===== src/rtl/sha_block_384_serializer.sv =====
// Block-to-word serializer feeding the SHA-256 message expander, MS word first.
// Optional byte reversal of each output word: define SHA_SER_BSWAP_EN.
module sha_block_384_serializer #(
  parameter int WORD_W  = 32,
  parameter int N_WORDS = 12,
  parameter int IDX_W   = 4
) (
  input  logic                      CLK,
  input  logic                      RST,
  input  logic                      flush,
  input  logic                      blk_valid,
  output logic                      blk_ready,
  input  logic [WORD_W*N_WORDS-1:0] block_in,
  output logic                      word_valid,
  input  logic                      word_ready,
  output logic [WORD_W-1:0]         word_out,
  output logic [IDX_W-1:0]          word_idx,
  output logic                      word_last,
  output logic                      busy
);

  localparam int BLK_W = WORD_W * N_WORDS;
  localparam logic [IDX_W-1:0] LAST_IDX = IDX_W'(N_WORDS - 1);

  typedef enum logic {
    IDLE,
    SEND
  } state_t;

  state_t             state;
  logic [BLK_W-1:0]   shreg;
  logic [IDX_W-1:0]   idx;
  logic [WORD_W-1:0]  raw;
  logic               at_last;

  assign at_last = (idx == LAST_IDX);

  always_ff @(posedge CLK or negedge RST) begin
    if (!RST) begin
      state <= IDLE;
      shreg <= '0;
      idx   <= '0;
    end else if (flush) begin
      state <= IDLE;
      shreg <= '0;
      idx   <= '0;
    end else begin
      case (state)
        IDLE: begin
          if (blk_valid) begin
            shreg <= block_in;
            idx   <= '0;
            state <= SEND;
          end
        end
        SEND: begin
          if (word_ready) begin
            // Clearing on the last beat keeps word_out at 0 while idle
            if (at_last) begin
              state <= IDLE;
              shreg <= '0;
              idx   <= '0;
            end else begin
              shreg <= shreg << WORD_W;
              idx   <= idx + 1'b1;
            end
          end
        end
        default: begin
          state <= IDLE;
        end
      endcase
    end
  end

  assign blk_ready  = (state == IDLE);
  assign word_valid = (state == SEND);
  assign busy       = (state == SEND);
  assign word_idx   = idx;
  assign word_last  = (state == SEND) && at_last;
  assign raw        = shreg[BLK_W-1 -: WORD_W];

`ifdef SHA_SER_BSWAP_EN
  always_comb begin
    word_out = raw;
    for (int b = 0; b < WORD_W / 8; b++) begin
      word_out[8*b +: 8] = raw[WORD_W-8-8*b +: 8];
    end
  end
`else
  assign word_out = raw;
`endif

endmodule


===== config.mk =====
export PLATFORM = sky130hd
export DESIGN_NAME = sha_block_384_serializer
export DESIGN_NICKNAME = d
export VERILOG_FILES = /design/src/rtl/sha_block_384_serializer.sv
export SDC_FILE = /design/constraint.sdc
export NUM_CORES = 1
export LEC_CHECK = 0
export CORE_UTILIZATION = 25
export CTS_CLUSTER_SIZE = 10
export DETAILED_ROUTE_END_ITERATION = 6
export GPL_ROUTABILITY_DRIVEN = 1
export GPL_TIMING_DRIVEN = 0
export MAX_ROUTING_LAYER = met4
export PLACE_DENSITY = 0.5
export SLEW_MARGIN = 20
export SYNTH_ARGS = -nofsm -noshare
export SYNTH_HDL_FRONTEND = slang
export SYNTH_SLANG_ARGS = --single-unit

===== constraint.sdc =====
create_clock -name CLK -period 2.52 [get_ports CLK]
set_input_delay 0.756 -clock CLK [delete_from_list [all_inputs] [get_ports CLK]]
set_output_delay 0.756 -clock CLK [all_outputs]
set_load 0.005 [all_outputs]

==> summary.txt <==
Final hold viol count = 0
Total gr overflow = 0
Initial antenna violation count = 17
PD cells = 618 nW/um^2
Clock Skew = 17.9 ps
Die footprint = 78,200 sq um
Root Driver = clkbuf_16
Area of the mapped netlist = 19,300 sq um
R2R setup slack = 110 ps
Vias in the first global route = 17,848
Die Ht = 280 um
Crit Path Category = reg -> out
I/O Pins = 429
Unrepaired setup endpoints after global routing = false
Layout Area Growth over Synthesis = 38.0%
Part of the cycle the worst path needs = 97.0%
First-pass GRT wire length = 115,000 um
Max rail drop VDD = 0.000583 V
Layout cell share with drive strength beyond 1 = 11.2%
Area of the core = 76,100 sq um
CTS buffer count = 49
Crit end category = primary output
H-tree levels = 2
Worst-Margin Slew = 615 ps
Fin. max-slew vios = 0
Status = complete, no violations
GPL Wtd Cong = 0.885
CTS Hold Bufs = 0
Minimum clock period = 2450 ps
Initial Util = 25.3%
Final setup vio count = 0
Routed WL per cell = 23.4 um
DRT Pass-1 Iters = 5
Die W = 280 um
CTS tree = yes
Min Hold Slack = 86.3 ps
Maximum clock frequency = 409 MHz
FF-to-FF Start = busy$_DFF_PN0_
Maximum Capacitance Violations = 0
Worst-Skew Late Latency = 590 ps
Crit path DAT = 1690 ps
Slew headroom = 59.0%
Final wirelength = 78,300 um
Crit-path max FO = 3
Hold Crit Class = in -> async
Residual DRC = 0
Pre-CTS setup slack = -674 ps
Sequential share of the synthesized area = 50.5%
Port bufs = 427
CTS Sinks = 389
DRT iter0 DRCs = 893
Fin Setup TNS = 0 ps
Num rows = 101
Lkg Pwr = 11.3 nW
Critical R2R Capture = shreg[332]$_DFFE_PN0P_
Number of nets in the layout = 2,654
DR vias/cell = 5.04
Largest net degree at the start of global routing = 96
Clk buf depth = 3
Synth cell types = 32
Clock Pin Slew Worst Setup and Hold Paths = 60 ps
Yosys warns = 0
GRT Total Usage = 20.3%
Dpl hpwl = 61,000 um
Startpoint types = flip-flop
Routed Antenna Nets = 0
Avg Synthesized Cell Area = 10.8 sq um
Pwr Total = 16.4 mW
Post-Syn Nets = 2,168
Worst r2r path cells = 8
Synth Instances = 1,778
Vias = 16,845
Flops & latches, synth = 389
Final worst setup slack = 74.6 ps
WP data required = 1760 ps
==> cells in the mapped netlist, drive strengths merged <==
library cell  count  share of area [%]
mux2i             2               0.17
buf             172                5.4
nor3b             1              0.039
and2              1              0.032
nand2           352                6.9
o32ai             1              0.045
or3b              1              0.045
a21o             32                1.2
a22o            352                 16
or4               1              0.039
and3              1              0.032
and3b             1              0.045
a211o             1              0.045
nand4b            1              0.045
nor4b            32                1.5
dfrtp           389                 51
o21ai             1              0.026
o2bb2ai         353                 16
a311oi            1              0.045
nor2              3               0.18
clkbuf           72                1.4
inv               2              0.039
nor4              1              0.032
ha                1              0.065
nand2b            3              0.097
mux2              1              0.078
==> flip-flops by register name, summed over array words and instances (netlist names) <==
| register | flops |
|---|---|
| word_idx | 4 |
| shreg | 384 |
| busy | 1 |
==> critical path, cell delays in order, from the launching register on <==
cell and delay [ps]:
dfrtp_1 390, buf_4 140, buf_4 130, clkdlybuf4s50_1 440
==> power by group <==
| group | leakage [nW] | internal [mW] | switching [mW] | total (mW) |
|---|---|---|---|---|
| registers | 5.25 | 6.67 | 0.283 | 6.95 |
| clock network | 0.726 | 3.96 | 2.73 | 6.69 |
| logic | 5.35 | 1.42 | 1.36 | 2.78 |
| total | 11.3 | 12.1 | 4.37 | 16.4 |
==> cells by family (layout without fill, tap and decap cells) <==
| logic type | Yosys count | count (layout) | synth area share (%) |
|---|---|---|---|
| buf+inv | 246 | 760 | 6.82 |
| fa+ha+maj | 1 | 1 | 0.0649 |
| mux | 3 | 3 | 0.247 |
| other cells | 0 | 19 | 0 |
| simple gates | 398 | 398 | 8.90 |
| flops | 389 | 389 | 50.5 |
| compound gates | 741 | 741 | 33.5 |
==> cell type report <==
class | count | area, sq um
Antenna cell | 19 | 47.5
Buffer | 237 | 1330
Clock buffer | 72 | 1430
Clock inverter | 7 | 68.8
Fill cell | 7719 | 49500
Inverter | 2 | 11.3
Multi-Input combinational cell | 1143 | 8230
Sequential cell | 389 | 9730
Tap cell | 1030 | 1290
Timing Repair Buffer | 442 | 4470
==> worst max-delay path by stage <==
stage,start,to,slack [ps],cells past startpoint
detailed placement,word_idx[0]$_DFFE_PN0P_,word_last,-670,7
finish,word_idx[1]$_DFFE_PN0P_,word_idx[1],70,3
floorplan,word_idx[0]$_DFFE_PN0P_,word_last,380,6
global route,busy$_DFF_PN0_,shreg[332]$_DFFE_PN0P_,20,8
CTS,word_idx[1]$_DFFE_PN0P_,word_last,-60,5
global placement,RST,shreg[112]$_DFFE_PN0P_,-16520,1
==> placed cells by master, fill, tap and decap left out, drive strengths merged <==
| master | Yosys | routed |
|---|---|---|
| clkdlybuf4s50 | 0 | 424 |
| dfrtp | 389 | 389 |
| o2bb2ai | 353 | 353 |
| nand2 | 352 | 352 |
| a22o | 352 | 352 |
| buf | 172 | 185 |
| clkbuf | 72 | 141 |
| nor4b | 32 | 32 |
| a21o | 32 | 32 |
| diode | 0 | 19 |
| nand2b | 3 | 3 |
| clkinvlp | 0 | 3 |
| clkinv | 0 | 3 |
| nor2 | 3 | 3 |
| inv | 2 | 2 |
| mux2i | 2 | 2 |
| nor3b | 1 | 1 |
| or3b | 1 | 1 |
| nor4 | 1 | 1 |
| a211o | 1 | 1 |
| nand4b | 1 | 1 |
| o21ai | 1 | 1 |
| or4 | 1 | 1 |
| and3 | 1 | 1 |
| o32ai | 1 | 1 |
| and3b | 1 | 1 |
| and2 | 1 | 1 |
| a311oi | 1 | 1 |
| mux2 | 1 | 1 |
| ha | 1 | 1 |
| bufinv | 0 | 1 |
| dlygate4sd2 | 0 | 1 |
==> metal layers <==
metal	part of all wire [%]	routed length, um	GRT usage, %	up-vias
li1	-	-	-	7740
met5	0	0	-	-
met1	43	34000	25.1	8493
met3	6.0	4710	4.50	100
met4	2.5	1930	6.05	0
met2	48	37700	32.9	512
==> per-stage QoR <==
stage / utilization (%) / instances / instance area, sq um
floorplan: - / 1778 / 19300
CTS: 34.9 / 3324 / 26600
global route: 35.0 / 3339 / 26600
finish: 35.0 / 3341 / 26600
detailed placement: 32.8 / 3239 / 24900
global placement: 32.6 / 3235 / 24800
==> what timing repair did <==
action / CTS / global route
buffers inserted: 10 / 1
gates cloned: 0 / 0
gates resized for setup: 27 / 0
pin swaps: 1 / 1
endpoints found under the setup margin: 4 / 13
Note: power is estimated with default switching activity, not from simulation.
